--- src/rtl/stream_loader_fsm.sv ---
// Host-stream loader: decodes framed words from a FWFT FIFO into instruction/weight/XY
// memory writes, and hands RUN frames to the controller through a start/done handshake.
module stream_loader_fsm #(
  parameter int DATA_WIDTH     = 32,
  parameter int NU_COUNT       = 4,
  parameter int INST_MEM_DEPTH = 8,
  parameter int W_MEM_DEPTH    = 10,
  parameter int XY_MEM_DEPTH   = 10,
  parameter int LEN_WIDTH      = 16
) (
  input  logic                      i_clk,
  input  logic                      i_reset,
  input  logic                      i_buffer_empty,
  input  logic [DATA_WIDTH-1:0]     i_buffer_data,
  output logic                      o_buffer_read_enable,
  output logic [DATA_WIDTH-1:0]     o_write_data,
  output logic                      o_inst_write_enable,
  output logic [INST_MEM_DEPTH-1:0] o_inst_write_addr,
  output logic [NU_COUNT-1:0]       o_w_write_enable,
  output logic [W_MEM_DEPTH-1:0]    o_w_write_addr,
  output logic                      o_xy_write_enable,
  output logic [XY_MEM_DEPTH:0]     o_xy_write_addr,
  output logic                      o_ctrl_start,
  input  logic                      i_ctrl_done,
  output logic                      o_busy,
  output logic                      o_error
);

  typedef enum logic [2:0] {
    S_HDR0,
    S_HDR1,
    S_PAYLOAD,
    S_RUN,
    S_RUN_WAIT
  } state_t;

  localparam logic [1:0] TGT_INST = 2'b00;
  localparam logic [1:0] TGT_W    = 2'b01;
  localparam logic [1:0] TGT_XY   = 2'b10;
  localparam logic [1:0] TGT_RUN  = 2'b11;
  localparam logic [5:0] BANK_ALL = 6'h3F;

  localparam int XY_AW  = XY_MEM_DEPTH + 1;
  localparam int AW_IW  = (INST_MEM_DEPTH > W_MEM_DEPTH) ? INST_MEM_DEPTH : W_MEM_DEPTH;
  localparam int AW     = (AW_IW > XY_AW) ? AW_IW : XY_AW;

  localparam logic [AW-1:0] INST_MASK = AW'((64'd1 << INST_MEM_DEPTH) - 64'd1);
  localparam logic [AW-1:0] W_MASK    = AW'((64'd1 << W_MEM_DEPTH) - 64'd1);
  localparam logic [AW-1:0] XY_MASK   = AW'((64'd1 << XY_AW) - 64'd1);

  state_t                    r_state;
  state_t                    w_next_state;
  logic [1:0]                r_target;
  logic [5:0]                r_bank;
  logic [LEN_WIDTH-1:0]      r_remaining;
  logic [AW-1:0]             r_addr;
  logic                      r_error;

  logic [DATA_WIDTH-1:0]     r_write_data;
  logic                      r_inst_we;
  logic [INST_MEM_DEPTH-1:0] r_inst_addr;
  logic [NU_COUNT-1:0]       r_w_we;
  logic [W_MEM_DEPTH-1:0]    r_w_addr;
  logic                      r_xy_we;
  logic [XY_MEM_DEPTH:0]     r_xy_addr;

  logic                      w_pop;
  logic                      w_ctrl_start;
  logic                      w_busy;
  logic [1:0]                w_hdr_target;
  logic [5:0]                w_hdr_bank;
  logic                      w_hdr_bad_bank;
  logic [NU_COUNT-1:0]       w_bank_mask;
  logic [AW-1:0]             w_addr_mask;

  assign w_hdr_target   = i_buffer_data[31:30];
  assign w_hdr_bank     = i_buffer_data[29:24];
  assign w_hdr_bad_bank = (w_hdr_bank != BANK_ALL) && (int'(w_hdr_bank) >= NU_COUNT);

  // Bank 63 broadcasts to every weight bank; out-of-range banks select none.
  always_comb begin
    w_bank_mask = '0;
    for (int i = 0; i < NU_COUNT; i++) begin
      if ((r_bank == BANK_ALL) || (int'(r_bank) == i)) begin
        w_bank_mask[i] = 1'b1;
      end
    end
  end

  always_comb begin
    w_addr_mask = INST_MASK;
    case (r_target)
      TGT_W:   w_addr_mask = W_MASK;
      TGT_XY:  w_addr_mask = XY_MASK;
      default: w_addr_mask = INST_MASK;
    endcase
  end

  // Pops are gated by the reset input so nothing is consumed while reset is held.
  always_comb begin
    w_next_state = r_state;
    w_pop        = 1'b0;
    w_ctrl_start = 1'b0;
    w_busy       = (r_state != S_HDR0);
    case (r_state)
      S_HDR0: begin
        w_pop = i_reset && !i_buffer_empty;
        if (w_pop) begin
          w_next_state = (w_hdr_target == TGT_RUN) ? S_RUN : S_HDR1;
        end
      end
      S_HDR1: begin
        w_pop = i_reset && !i_buffer_empty;
        if (w_pop) begin
          w_next_state = (r_remaining == '0) ? S_HDR0 : S_PAYLOAD;
        end
      end
      S_PAYLOAD: begin
        w_pop = i_reset && !i_buffer_empty;
        if (w_pop && (r_remaining == LEN_WIDTH'(1))) begin
          w_next_state = S_HDR0;
        end
      end
      S_RUN: begin
        w_ctrl_start = 1'b1;
        w_next_state = S_RUN_WAIT;
      end
      S_RUN_WAIT: begin
        if (i_ctrl_done) begin
          w_next_state = S_HDR0;
        end
      end
      default: w_next_state = S_HDR0;
    endcase
  end

  always_ff @(posedge i_clk or negedge i_reset) begin
    if (!i_reset) begin
      r_state <= S_HDR0;
    end else begin
      r_state <= w_next_state;
    end
  end

  // Header decode, address counter and the registered write port.
  always_ff @(posedge i_clk or negedge i_reset) begin
    if (!i_reset) begin
      r_target     <= TGT_INST;
      r_bank       <= '0;
      r_remaining  <= '0;
      r_addr       <= '0;
      r_error      <= 1'b0;
      r_write_data <= '0;
      r_inst_we    <= 1'b0;
      r_inst_addr  <= '0;
      r_w_we       <= '0;
      r_w_addr     <= '0;
      r_xy_we      <= 1'b0;
      r_xy_addr    <= '0;
    end else begin
      r_inst_we <= 1'b0;
      r_w_we    <= '0;
      r_xy_we   <= 1'b0;
      if (w_pop) begin
        case (r_state)
          S_HDR0: begin
            r_target    <= w_hdr_target;
            r_bank      <= w_hdr_bank;
            r_remaining <= i_buffer_data[LEN_WIDTH-1:0];
            if ((w_hdr_target == TGT_W) && w_hdr_bad_bank) begin
              r_error <= 1'b1;
            end
          end
          S_HDR1: begin
            r_addr <= i_buffer_data[AW-1:0] & w_addr_mask;
          end
          S_PAYLOAD: begin
            r_remaining <= r_remaining - LEN_WIDTH'(1);
            r_addr      <= (r_addr + AW'(1)) & w_addr_mask;
            case (r_target)
              TGT_INST: begin
                r_inst_we    <= 1'b1;
                r_inst_addr  <= r_addr[INST_MEM_DEPTH-1:0];
                r_write_data <= i_buffer_data;
              end
              TGT_W: begin
                if (w_bank_mask != '0) begin
                  r_w_we       <= w_bank_mask;
                  r_w_addr     <= r_addr[W_MEM_DEPTH-1:0];
                  r_write_data <= i_buffer_data;
                end
              end
              TGT_XY: begin
                r_xy_we      <= 1'b1;
                r_xy_addr    <= r_addr[XY_MEM_DEPTH:0];
                r_write_data <= i_buffer_data;
              end
              default: begin
              end
            endcase
          end
          default: begin
          end
        endcase
      end
    end
  end

  assign o_buffer_read_enable = w_pop;
  assign o_ctrl_start         = w_ctrl_start;
  assign o_busy               = w_busy;
  assign o_error              = r_error;
  assign o_write_data         = r_write_data;
  assign o_inst_write_enable  = r_inst_we;
  assign o_inst_write_addr    = r_inst_addr;
  assign o_w_write_enable     = r_w_we;
  assign o_w_write_addr       = r_w_addr;
  assign o_xy_write_enable    = r_xy_we;
  assign o_xy_write_addr      = r_xy_addr;

endmodule

--- config.mk ---
export PLATFORM = sky130hd
export DESIGN_NAME = stream_loader_fsm
export DESIGN_NICKNAME = d
export VERILOG_FILES = /design/src/rtl/stream_loader_fsm.sv
export SDC_FILE = /design/constraint.sdc
export NUM_CORES = 1
export LEC_CHECK = 0
export CORE_UTILIZATION = 46
export DETAILED_ROUTE_END_ITERATION = 10
export PLACE_DENSITY = 0.84
export SYNTH_ARGS = -nofsm -noshare
export SYNTH_HDL_FRONTEND = slang
export SYNTH_SLANG_ARGS = --single-unit
--- constraint.sdc ---
create_clock -name i_clk -period 1.9 [get_ports i_clk]
set_input_delay 0.285 -clock i_clk [delete_from_list [all_inputs] [get_ports i_clk]]
set_output_delay 0.285 -clock i_clk [all_outputs]
set_load 0.05 [all_outputs]
== Word level (Yosys, flattened, before mapping) ==
Cells that the tools add are included.

* Bits in registers: 106
* Input port bits: 36
* Output and inout bits: 71

* Add/sub/neg operators: 2
* Order comparisons: 1
* Eq/ne operators: 19
* Multiplexer cells: 28
* Bitwise operators: 2
* Reductions and logical operators: 29

{| class="wikitable"
|+ Operator list
! operator !! number
|-
| 32-bit one-hot mux with 2 select lines || 1
|-
| 11-bit one-hot mux with 2 select lines || 2
|-
| 32-bit two-way mux || 1
|-
| 16-bit one-hot mux with 2 select lines || 1
|-
| 11-bit AND || 2
|-
| 16-bit by 1-bit equality test with 1-bit output, second input constant || 1
|-
| 16-bit zero test || 1
|-
| 4-bit two-way mux || 4
|-
| 16-bit by 1-bit subtractor with 16-bit output, second input constant || 1
|-
| 3-bit one-hot mux with 5 select lines || 1
|-
| 6-bit by 3-bit equality test with 1-bit output, second input constant || 2
|-
| 1-bit two-way mux || 12
|-
| 3-bit two-way mux || 4
|-
| 4-bit AND reduction || 3
|-
| 11-bit by 1-bit adder with 11-bit output, second input constant || 1
|-
| 2-bit != test, second input constant || 5
|-
| 3-bit AND reduction || 3
|-
| 3-bit by 2-bit equality test with 1-bit output, second input constant || 2
|-
| 6-bit by 2-bit equality test with 1-bit output, second input constant || 1
|-
| 6-bit equality test, second input constant || 1
|-
| 6-bit by 3-bit greater-or-equal comparator with 1-bit output, second input constant || 1
|-
| 6-bit zero test || 1
|-
| 6-bit != test, second input constant || 1
|-
| 2-bit AND reduction || 3
|-
| 15 further kinds || 26
|}

== Longest topological paths before layout ==
* Depth in word-level cells: 8
* Depth in mapped cells: 7

== Worst setup path before layout ==
Ideal clock, no wire load.

* Kind: register -> register
* Start: reg r_state[0]
* End: reg r_write_data[10], in the netlist o_write_data[10]
* Setup time: 0.125 ns
* Arrival time: 1.904 ns
* Setup slack: -0.129 ns
* Cell stages (with the launch flop): 8
* Clock period less this slack: 2.029 ns
* Cell sequence: dfrtp_1 -> buf_6 -> or4b_1 -> buf_2 -> nor2_8 -> o311ai_4 -> buf_6 -> mux2_4

* Cells in the longest elaborated chain, start to end: 4
* Elaborated cells on any way between the ends: 6
* Those cells by class: 2 x eq/ne; 1 x mux; 3 x reduce/logical

{| class="wikitable"
|+ Ends and longest elaborated chain
! item !! line !! RTL
|-
| start, declared || 51 || <nowiki>state_t r_state;</nowiki>
|-
| start signal, assigned || 141 || <nowiki>r_state <= w_next_state;</nowiki>
|-
| 3-bit by 2-bit equality test with 1-bit output (tied with other cells) || 105, 165 ||
|-
| 3-bit OR reduction (no source line) || n/a ||
|-
| 1-bit two-way mux || n/a ||
|-
| 4-bit AND reduction (no source line) (*) || n/a ||
|-
| end signal, assigned || 184 || <nowiki>r_write_data <= i_buffer_data;</nowiki>
|-
| end signal, assigned || 190 || <nowiki>r_write_data <= i_buffer_data;</nowiki>
|-
| end signal, assigned || 196 || <nowiki>r_write_data <= i_buffer_data;</nowiki>
|-
| end, declared || 59 || <nowiki>logic [DATA_WIDTH-1:0] r_write_data;</nowiki>
|}

Mark *: on every way between the ends. The rest lies on a longest branch, timed or not.
A chain may end at the register's enable or synchronous reset.

== Worst setup path after layout ==
* Start: reg r_bank[3]
* End: reg r_write_data[2], in the netlist o_write_data[2]

* Cells in the longest elaborated chain, start to end: 6
* Elaborated cells on any way between the ends: 16
* Those cells by class: 5 x eq/ne; 4 x mux; 7 x reduce/logical

{| class="wikitable"
|+ Ends and longest elaborated chain
! item !! line !! RTL
|-
| start, declared || 54 || <nowiki>logic [5:0] r_bank;</nowiki>
|-
| start signal, assigned || 168 || <nowiki>r_bank <= w_hdr_bank;</nowiki>
|-
| 6-bit equality test (tied with other cells) || 84 || <nowiki>if ((r_bank == BANK_ALL) || (int'(r_bank) == i)) begin</nowiki>
|-
| 1-bit logical OR || 84 ||
|-
| 1-bit two-way mux || 84 ||
|-
| 4-bit nonzero test (*) || 187 || <nowiki>if (w_bank_mask != '0) begin</nowiki>
|-
| 2-bit != test (no source line) (*) || n/a ||
|-
| 4-bit AND reduction (no source line) (*) || n/a ||
|}

Marks and branches as above.

==> impl_metrics.csv <==
group,metric,value,unit
sta,hold_ws,0.03145,ns
power,p_per_area,1607,mW/mm^2
floorplanning,die_h,106.8,um
sta,setup_viol,40,
global_route,grt-ovfl-total,0,
routing,vias,4034,
global_route,grt.total_usage,0.2296,
yosys,ys_seq_elements,106,
power,irDropWorstVdd,1.033,mV
placed_design,io_buffers,106,
worst_setup_path,r2r_cells,5,
floorplanning,start_util,0.4808,
routing,drc,0,
worst_setup_path,criticalPathCategory,"reg -> reg",
cells_and_area,seq_area,0.002654,mm^2
sta,final.min_clock_period,1.942,ns
job,drv_cap,0,
global_route,grt_max_degree,77,
worst_setup_path,required,2.17,ns
clock_network,cts_buffer_depth,2,
placed_design,post_dp_cell_area,0.006553,mm^2
global_route,top_usage_layer,"met2",
yosys,ys.flop_type,"dfrtp_1",
routing,firstDrtPassIters,4,
yosys,netlist_area,0.005052,mm^2
sta,period_share,1.022,
status,run_status,"finished with violations",
sta,fin_setup_tns,-0.7881,ns
worst_setup_path,r2r-end,"o_write_data[2]",
placed_design,globalplace.congestion,0.8536,
worst_setup_path,start_kind,"flop",
cells_and_area,nets,612,
worst_setup_path,cp.arrival,2.21,ns
cells_and_area,fin_area,0.006957,mm^2
global_route,antenna_found_initial,0,
clock_network,h-tree-depth,3,
placed_design,dpl.cell_count,684,
sta,hold_viol_final,0,
yosys,syn-num-nets,463,
worst_setup_path,r2r_start,"r_bank[3]",
status,violations,"negative setup slack",
worst_setup_path,cp-end-kind,"flop",
global_route,grtUsageMet2,0.3696,
routing,vias_per_cell,5.698,
global_route,grt_pass1_vias,4037,
clock_network,numCtsBuffers,9,
clock_network,numClockSinks,106,
cells_and_area,num_antenna_cells,0,
yosys,ys_seq_area_frac,0.5250,
placed_design,hpwl,8749,um
sta,tightest_slew,0.9583,ns
floorplanning,die_x,106.8,um
floorplanning,die_area,0.01141,mm^2
clock_network,cts_root_buf,"clkbuf_8",
hold_path,min_path_type,"in -> async",
worst_setup_path,cp_max_fo,21,
yosys,ys_types,58,
floorplanning,rows,37,
clock_network,clk_pin_slew_worst_paths,0.10,ns
routing,drt_iter0_drc,201,
floorplanning,core-area,0.01051,mm^2
worst_setup_path,critPathLaunch,"r_bank[3]",
clock_network,insertion_delay,0.38,ns
cells_and_area,fin_cells,708,
global_route,grt_pass1_wl,20280,um
sta,setup_slack,-0.04206,ns
cells_and_area,multi_input_area,0.002341,mm^2
floorplanning,io_pins,107,
sta,rsz0062_at_grt,"true",
yosys,netlist_instances,419,
sta,skew,0.01256,ns
routing,detail_route.wl_per_cell,17.99,um
yosys,yosys_warnings,0,
sta,max_freq,514.9,MHz
routing,ant_nets,0,
cells_and_area,fill_cells,771,
cells_and_area,drive_gt1_frac,0.2937,
worst_setup_path,reg2reg_slack,-0.04,ns
yosys,synth_edf_count,0,
yosys,async_reset_ff_frac,1.000,
sta,drv_slew,0,
routing,wirelength,12740,um
cells_and_area,syn_to_final_growth,37.69,%
power,power.leakage,3.233,nW
clock_network,cts_tree,"done",
global_route,met1_usage,0.3126,
global_route,grtUsageMet3,0.04985,
sta,max-slew-margin-rel,0.3611,
yosys,avgSynthCellArea,12.06,um^2
==> Yosys cell counts (3+ instances only) <==
master | count | area (um^2)
mux2_2 | 37 | 416.7
buf_6 | 5 | 56.30
or4_1 | 4 | 30.03
a311oi_1 | 6 | 52.55
or3_1 | 7 | 43.79
o22ai_1 | 6 | 37.54
nand2_1 | 26 | 97.59
nor4_1 | 10 | 62.56
nor3_1 | 17 | 85.08
a2bb2oi_1 | 3 | 26.28
dfrtp_1 | 106 | 2653
a21boi_0 | 4 | 30.03
and4_1 | 4 | 35.03
o21ai_0 | 27 | 135.1
clkbuf_1 | 16 | 60.06
o211ai_1 | 3 | 22.52
buf_2 | 3 | 15.01
nor2_1 | 15 | 56.30
ha_1 | 8 | 100.1
inv_1 | 11 | 41.29
nand3_1 | 4 | 20.02
o41ai_1 | 3 | 26.28
a21oi_1 | 18 | 90.09
mux2_4 | 30 | 450.4
==> area by class of cell <==
type / count / area share
sequential: 106 / 0.3815
multi-input combinational: 278 / 0.3365
timing repair buffer: 162 / 0.2266
tap: 136 / 0.02446
clock buffer: 9 / 0.01781
clock inverter: 6 / 0.007194
inverter: 11 / 0.005935
==> logic make-up (layout without fill, tap and decap cells) <==
group,Yosys count,in the layout,synth area share
xor+xnor,2,2,0.003468
buf+inv,35,188,0.03417
fa+ha+maj,8,8,0.01981
flops,106,106,0.5250
compound gates,91,91,0.1218
simple gates,109,109,0.1221
mux,68,68,0.1736
==> worst max-delay path: stages (launching register included) <==
cell      delay (ns)
dfrtp_1         0.40
or4_4           0.57
o211ai_1        0.16
o311ai_4        0.17
buf_12          0.20
mux2_4          0.30
==> timing repair <==
item / CTS / global route
pin swaps: 1 / 2
setup endpoints to repair: 59 / 74
buffers inserted: 2 / 6
hold endpoints to repair: 11 / 0
gates resized for setup: 10 / 29
hold buffers: 1 / 0
==> flip-flops by register name (all words and copies together), names as in the netlist <==
register and cells:
o_inst_write_enable 1, o_w_write_addr 10, o_error 1, o_xy_write_addr 11
r_bank 6, r_addr 11, o_xy_write_enable 1, r_remaining 16
r_state 3, o_inst_write_addr 8, r_target 2, o_write_data 32
o_w_write_enable 4
==> routing by layer <==
layer  wire [um]  share of wire
met1        5548           0.44
met2        6119           0.48
met3         863          0.068
met4         203          0.016
met5           0              0
==> metrics by stage <==
step / utilization / power (mW) / setup slack (ns)
after floorplan: - / 7.734 / -0.1021
after global placement: 0.6235 / 9.658 / -0.4274
after CTS: 0.6464 / 11.19 / -0.02907
final: 0.6620 / 11.18 / -0.04206
after global routing: 0.6620 / 11.72 / -0.1227
after detailed placement: 0.6235 / 9.820 / -0.4420
==> worst max path at each step <==
| stage | end | slack (ns) | depth (start not counted) |
|---|---|---|---|
| 4_1_cts | o_write_data[6] | -0.03 | 5 |
| 3_3_place_gp | o_write_data[30] | -0.43 | 6 |
| 3_5_place_dp | r_remaining[15] | -0.44 | 6 |
| 2_1_floorplan | o_write_data[10] | -0.10 | 7 |
| 5_1_grt | r_remaining[15] | -0.12 | 4 |
| 6_report | o_write_data[2] | -0.04 | 5 |
==> cell usage in the layout, fill, tap and decap left out, types with 4 or more instances in the layout <==
cell and count:
a311oi_1 6, clkbuf_8 9, nor4_1 4, clkdlybuf4s50_1 87, nand2_1 26, buf_6 4, ha_1 8, mux2_4 30
o21ai_0 27, and4_1 4, nor2_1 14, a21oi_1 18, dlymetal6s2s_1 15, buf_12 4, nor3_1 17, inv_1 11
a21boi_0 4, or3_1 5, dfrtp_1 105, o22ai_1 6, buf_4 51, mux2_2 37, nand3_1 4
==> power breakdown <==
group,switching (mW),leakage (nW),internal [mW]
logic,3.57,1.84,2.49
clock network,0.807,0.0880,0.488
registers,0.680,1.31,3.14
Note: power is estimated with default switching activity, not from simulation.
==> RTL change 1, RTL diff (same flow settings) <==
Put one more register stage on the output `o_error`, without a reset. The value now appears one clock later. The other outputs are not delayed to match.
--- a/src/rtl/stream_loader_fsm.sv
+++ b/src/rtl/stream_loader_fsm.sv
@@ -209,7 +209,9 @@
   assign o_buffer_read_enable = w_pop;
   assign o_ctrl_start         = w_ctrl_start;
   assign o_busy               = w_busy;
-  assign o_error              = r_error;
+  always_ff @(posedge i_clk) begin
+    o_error <= r_error;
+  end
   assign o_write_data         = r_write_data;
   assign o_inst_write_enable  = r_inst_we;
   assign o_inst_write_addr    = r_inst_addr;
Formal check against the unedited RTL: not equivalent (a bounded check fails within 4 cycles, from zero or initial values and one cycle with i_reset low).
==> RTL change 1 against the unedited design <==
The run still ends with negative setup slack left. Worst hold slack is essentially flat. First-iteration DRC count shrank 15%. Fmax shrank 2.1%. Die area grew 0.39%. Routed wire length grew 1.3%. Critical path depth is the same. Final area grew 2.0%. Combinational power grew 1%. Synthesized area grew 0.40%. Total power grew 4.9%. Sequential cell count grew 1. Setup slack lost 0.041 ns. Largest power group unchanged. Highest routed layer unchanged.
==> RTL change 1: results (changes against the unedited design) <==
| Metric | Value |
|---|---|
| Status | complete, but fails checks |
| Failing checks | negative setup slack |
| FF+latch count, synth | 107 (+0.94%) |
| Mapped Nets | 464 (+0.22%) |
| GRT Util Overall | 23.82% (+0.86 points) |
| Final Routed Wirelength | 12900 microns (+1.3%) |
| Placer congestion estimate | 0.8731 (+2.3%) |
| FFs w/ async S/R, synth | 99.07% (-0.93 points) |
| Share of cells above drive strength 1 | 29.58% (+0.21 points) |
| Pin count of the biggest net entering global routing | 48 (-38%) |
| Via density per instance | 5.688 (-0.18%) |
| Fraction of area in multi-input gates | 33.02% (-0.63 points) |
| CP Data Arrival Time | 2.25 ns (+0.04 ns) |
| Fillers | 806 (+4.5%) |
| Leakage | 0.003223 uW (-0.31%) |
| Worst slack, placed | -0.4479 ns (-0.005932 ns) |
| Distinct cells, synth | 59 (+1.7%) |
| Final setup viols | 38 (-5.0%) |
| Worst-Margin Slew | 0.6632 ns (-0.2952 ns) |
| Non-clk bufs | 165 (+1.9%) |
| NonClk Buf Share | 22.68% (+0.023 points) |
| Multi-input comb cells | 279 (+0.36%) |
| Setup slack after layout | -0.08275 ns (-0.04069 ns) |
| Register area share after synthesis | 52.69% (+0.19 points) |
| Synth top area cells | dfrtp_1 (52%), mux2_4 (8.9%), mux2_2 (8.2%), o21ai_0 (2.7%), ha_1 (2.0%) |
| Register share of the cell area | 37.68% (-0.47 points) |
-- RTL change 1: cell types whose count changed after synthesis, sizes merged --
cell	unedited run	this run
dfxtp	0	1
-- RTL change 1: per-stage QoR --
step | instances | power [uW] | cell area, sq um | setup TNS, ns | hold slack [ns]
2_1_floorplan | 420 | 7763 | 5100 | -3.567 | -0.01059
3_3_place_gp | 692 | 9723 | 6623 | -26.82 | 0.2200
3_5_place_dp | 692 | 9887 | 6623 | -30.57 | 0.2163
4_1_cts | 714 | 11710 | 6979 | -1.619 | 0.1557
5_1_grt | 714 | 12250 | 7093 | -4.534 | 0.02750
6_report | 714 | 11720 | 7093 | -2.137 | 0.03139
-- RTL change 1: final timing paths --
| check | start | endpoint | slack [ns] | depth (start not counted) |
|---|---|---|---|---|
| max | r_bank[3]$_DFFE_PN0P_ | o_write_data[10]$_DFFE_PN0P_ | -0.08 | 5 |
| min | i_reset | r_remaining[13]$_DFFE_PN0P_ | 0.03 | 3 |
| max reg2reg | r_bank[3]$_DFFE_PN0P_ | o_write_data[10]$_DFFE_PN0P_ | -0.08 | 5 |
| min reg2reg | r_error$_DFFE_PN0P_ | o_error$_DFF_P_ | 0.38 | 0 |
| max in group asynchronous | i_reset | r_addr[8]$_DFFE_PN0P_ | 0.73 | 4 |
| min in group i_clk | r_error$_DFFE_PN0P_ | o_error$_DFF_P_ | 0.38 | 0 |
-- RTL change 1: logic make-up (layout without fill, tap and decap cells) --
kind of cell	Yosys count	count (layout)	synth area share, %
compound gates	91	91	12.14
xor+xnor	2	2	0.3454
fa+ha+maj	8	8	1.973
buf+inv	35	192	3.404
flops	107	107	52.69
mux	68	68	17.29
simple gates	109	110	12.16
-- RTL change 1: timing repair --
item	CTS	global route
endpoints found under the setup margin	65	76
hold buffers	1	0
cloned	1	0
endpoints found under the hold margin	16	0
pin swaps	2	4
buffers inserted	4	1
gates resized for setup	9	31
-- RTL change 1: power by group through the flow --
| stage | Combinational [uW] | Clock [uW] | Sequential, uW |
|---|---|---|---|
| 2_1_floorplan | 1850 | 0 | 5910 |
| 3_3_place_gp | 5930 | 0 | 3790 |
| 3_5_place_dp | 6060 | 0 | 3830 |
| 4_1_cts | 6120 | 1780 | 3810 |
| 5_1_grt | 6450 | 1870 | 3930 |
| 6_report | 6150 | 1750 | 3820 |
-- RTL change 1: layer usage --
metal	global-route usage (%)	wire length (microns)
met4	10.67	312
met5	0	0
met2	38.89	6279
met3	4.498	750
met1	30.81	5559
-- RTL change 1: critical path, stage by stage (launching register included) --
cell,delay (ns)
dfrtp_1,0.40
or4_4,0.58
o211ai_1,0.17
o311ai_4,0.19
buf_12,0.21
mux2_4,0.31
==> RTL change 2, RTL diff (same settings) <==
Made on the original files. The parameter `XY_MEM_DEPTH` goes from 10 to 11.
--- a/src/rtl/stream_loader_fsm.sv
+++ b/src/rtl/stream_loader_fsm.sv
@@ -5,7 +5,7 @@
   parameter int NU_COUNT       = 4,
   parameter int INST_MEM_DEPTH = 8,
   parameter int W_MEM_DEPTH    = 10,
-  parameter int XY_MEM_DEPTH   = 10,
+  parameter int XY_MEM_DEPTH   = 11,
   parameter int LEN_WIDTH      = 16
 ) (
   input  logic                      i_clk,
Ports: changed (resized o_xy_write_addr); port bits go from 107 to 108. The function was not compared with the original's and may differ.
==> RTL change 2 against the unedited design <==
The run still ends with negative setup slack left. Final area up 2.2%. Worst hold slack better by 0.048 ns. Clock power up 58%. Clock skew down 0.0032 ns. Routed wire length up 0.82%. First-iteration DRC count up 56%. Sequential cell count up 2. Final cell count up 1.3%. Total power up 17%. Setup slack worse by 0.011 ns. Sequential power up 5.8%. Synthesized cell count up 3.6%. Synthesized area up 3.6%.
==> RTL change 2: results (changes against the unedited design) <==
| Metric | Value |
|---|---|
| Clk Latency, worst-skew pair | 0.35 ns (-0.03 ns) |
| Mapped Nets | 477 (+3.0%) |
| Signal inverters | 13 (+2) |
| Internal power | 7340 uW (+20%) |
| Synth top area cells | dfrtp_1 (52%), mux2_4 (11%), mux2_2 (4.9%), o21ai_0 (3.0%), nand2_1 (1.9%) |
| CTS Root Cell | clkbuf_16 |
| Status | complete, but fails checks |
| Complex-gate fraction of the synthesized area | 12.26% (+0.077 points) |
| Max Fanout on Critical Path | 13 (-38%) |
| DR pass1 iterations | 5 (+1) |
| Multiplexer share of the synthesized area | 18.02% (+0.66 points) |
| Total power | 13070 uW (+17%) |
| Post-Synthesis Cells | 434 (+3.6%) |
| Share of cells above drive strength 1 | 24.96% (-4.4 points) |
| Clock group | 2060 uW (+58%) |
| Failing checks | negative setup slack |
| NonClk Buf Share | 21.04% (-1.6 points) |
| Final setup viols | 30 (-25%) |
| Pin count of the biggest net entering global routing | 96 (+25%) |
| Setup Skew | 0.009405 ns (-0.003155 ns) |
| Met3 Use GR | 4.244% (-0.74 points) |
| FF+latch count, synth | 108 (+1.9%) |
| GRT Util Overall | 22.97% (about the same) |
| # resized after CTS | 2 (-8) |
| Worst slack, placed | -0.1930 ns (+0.2490 ns) |
| First-pass GRT wire length | 20760 microns (+2.4%) |
| Grt met2 use | 37.84% (+0.88 points) |
| Vias in the first global route | 4175 (+3.4%) |
| Placer congestion estimate | 0.8477 (-0.69%) |
| Setup slack after layout | -0.05260 ns (-0.01054 ns) |
| # clk buffers | 11 (+2) |
| Port buffer count | 107 (+0.94%) |
| Register area share after synthesis | 51.63% (-0.88 points) |
| Multi-input comb cells | 288 (+3.6%) |
| Synth Area in XOR/XNOR | 0.3346% (-0.012 points) |
| Post-synthesis adder-cell area fraction | 1.673% (-0.31 points) |
| Hold slack | 0.07908 ns (+0.04762 ns) |
| Power density over cell area | 1837 nW/um^2 (+14%) |
| Postcts setup bufs | 0 (-2) |
| Flop pwr share | 30.9% (-3.3 points) |
| DR WL/cell | 17.91 microns (-0.45%) |
| Metal-1 WL | 5484 microns (-1.2%) |
| Register share of the cell area | 37.99% (-0.15 points) |
| Clock-pin slew on the worst setup and hold paths | 0.07 ns (-0.03 ns) |
| Leakage | 0.003241 uW (+0.27%) |
| Via density per instance | 5.704 (+0.12%) |
RTL change 2: changes by cell type after synthesis, sizes merged, moves of 3 or more:
cell    change
clkbuf      -3
a31oi       +4
o41ai       -3
nand2b      +3
o21ai       +5
a311oi      -5
buf         +4
o31ai       +5
RTL change 2: final timing paths:
check | from | to | cells after the start
max | r_bank[3]$_DFFE_PN0P_ | o_write_data[3]$_DFFE_PN0P_ | 6
min | i_reset | o_write_data[12]$_DFFE_PN0P_ | 3
max reg2reg | r_bank[3]$_DFFE_PN0P_ | o_write_data[3]$_DFFE_PN0P_ | 6
min reg2reg | o_error$_DFFE_PN0P_ | o_error$_DFFE_PN0P_ | 1
max in group asynchronous | i_reset | r_remaining[12]$_DFFE_PN0P_ | 3
min in group i_clk | o_error$_DFFE_PN0P_ | o_error$_DFFE_PN0P_ | 1
RTL change 2: worst max-delay path, cell delays in order (launching register included):
cell      delay (ns)
dfrtp_1         0.40
or4_4           0.56
o211ai_2        0.11
o311ai_4        0.15
buf_12          0.16
buf_12          0.15
mux2_4          0.30
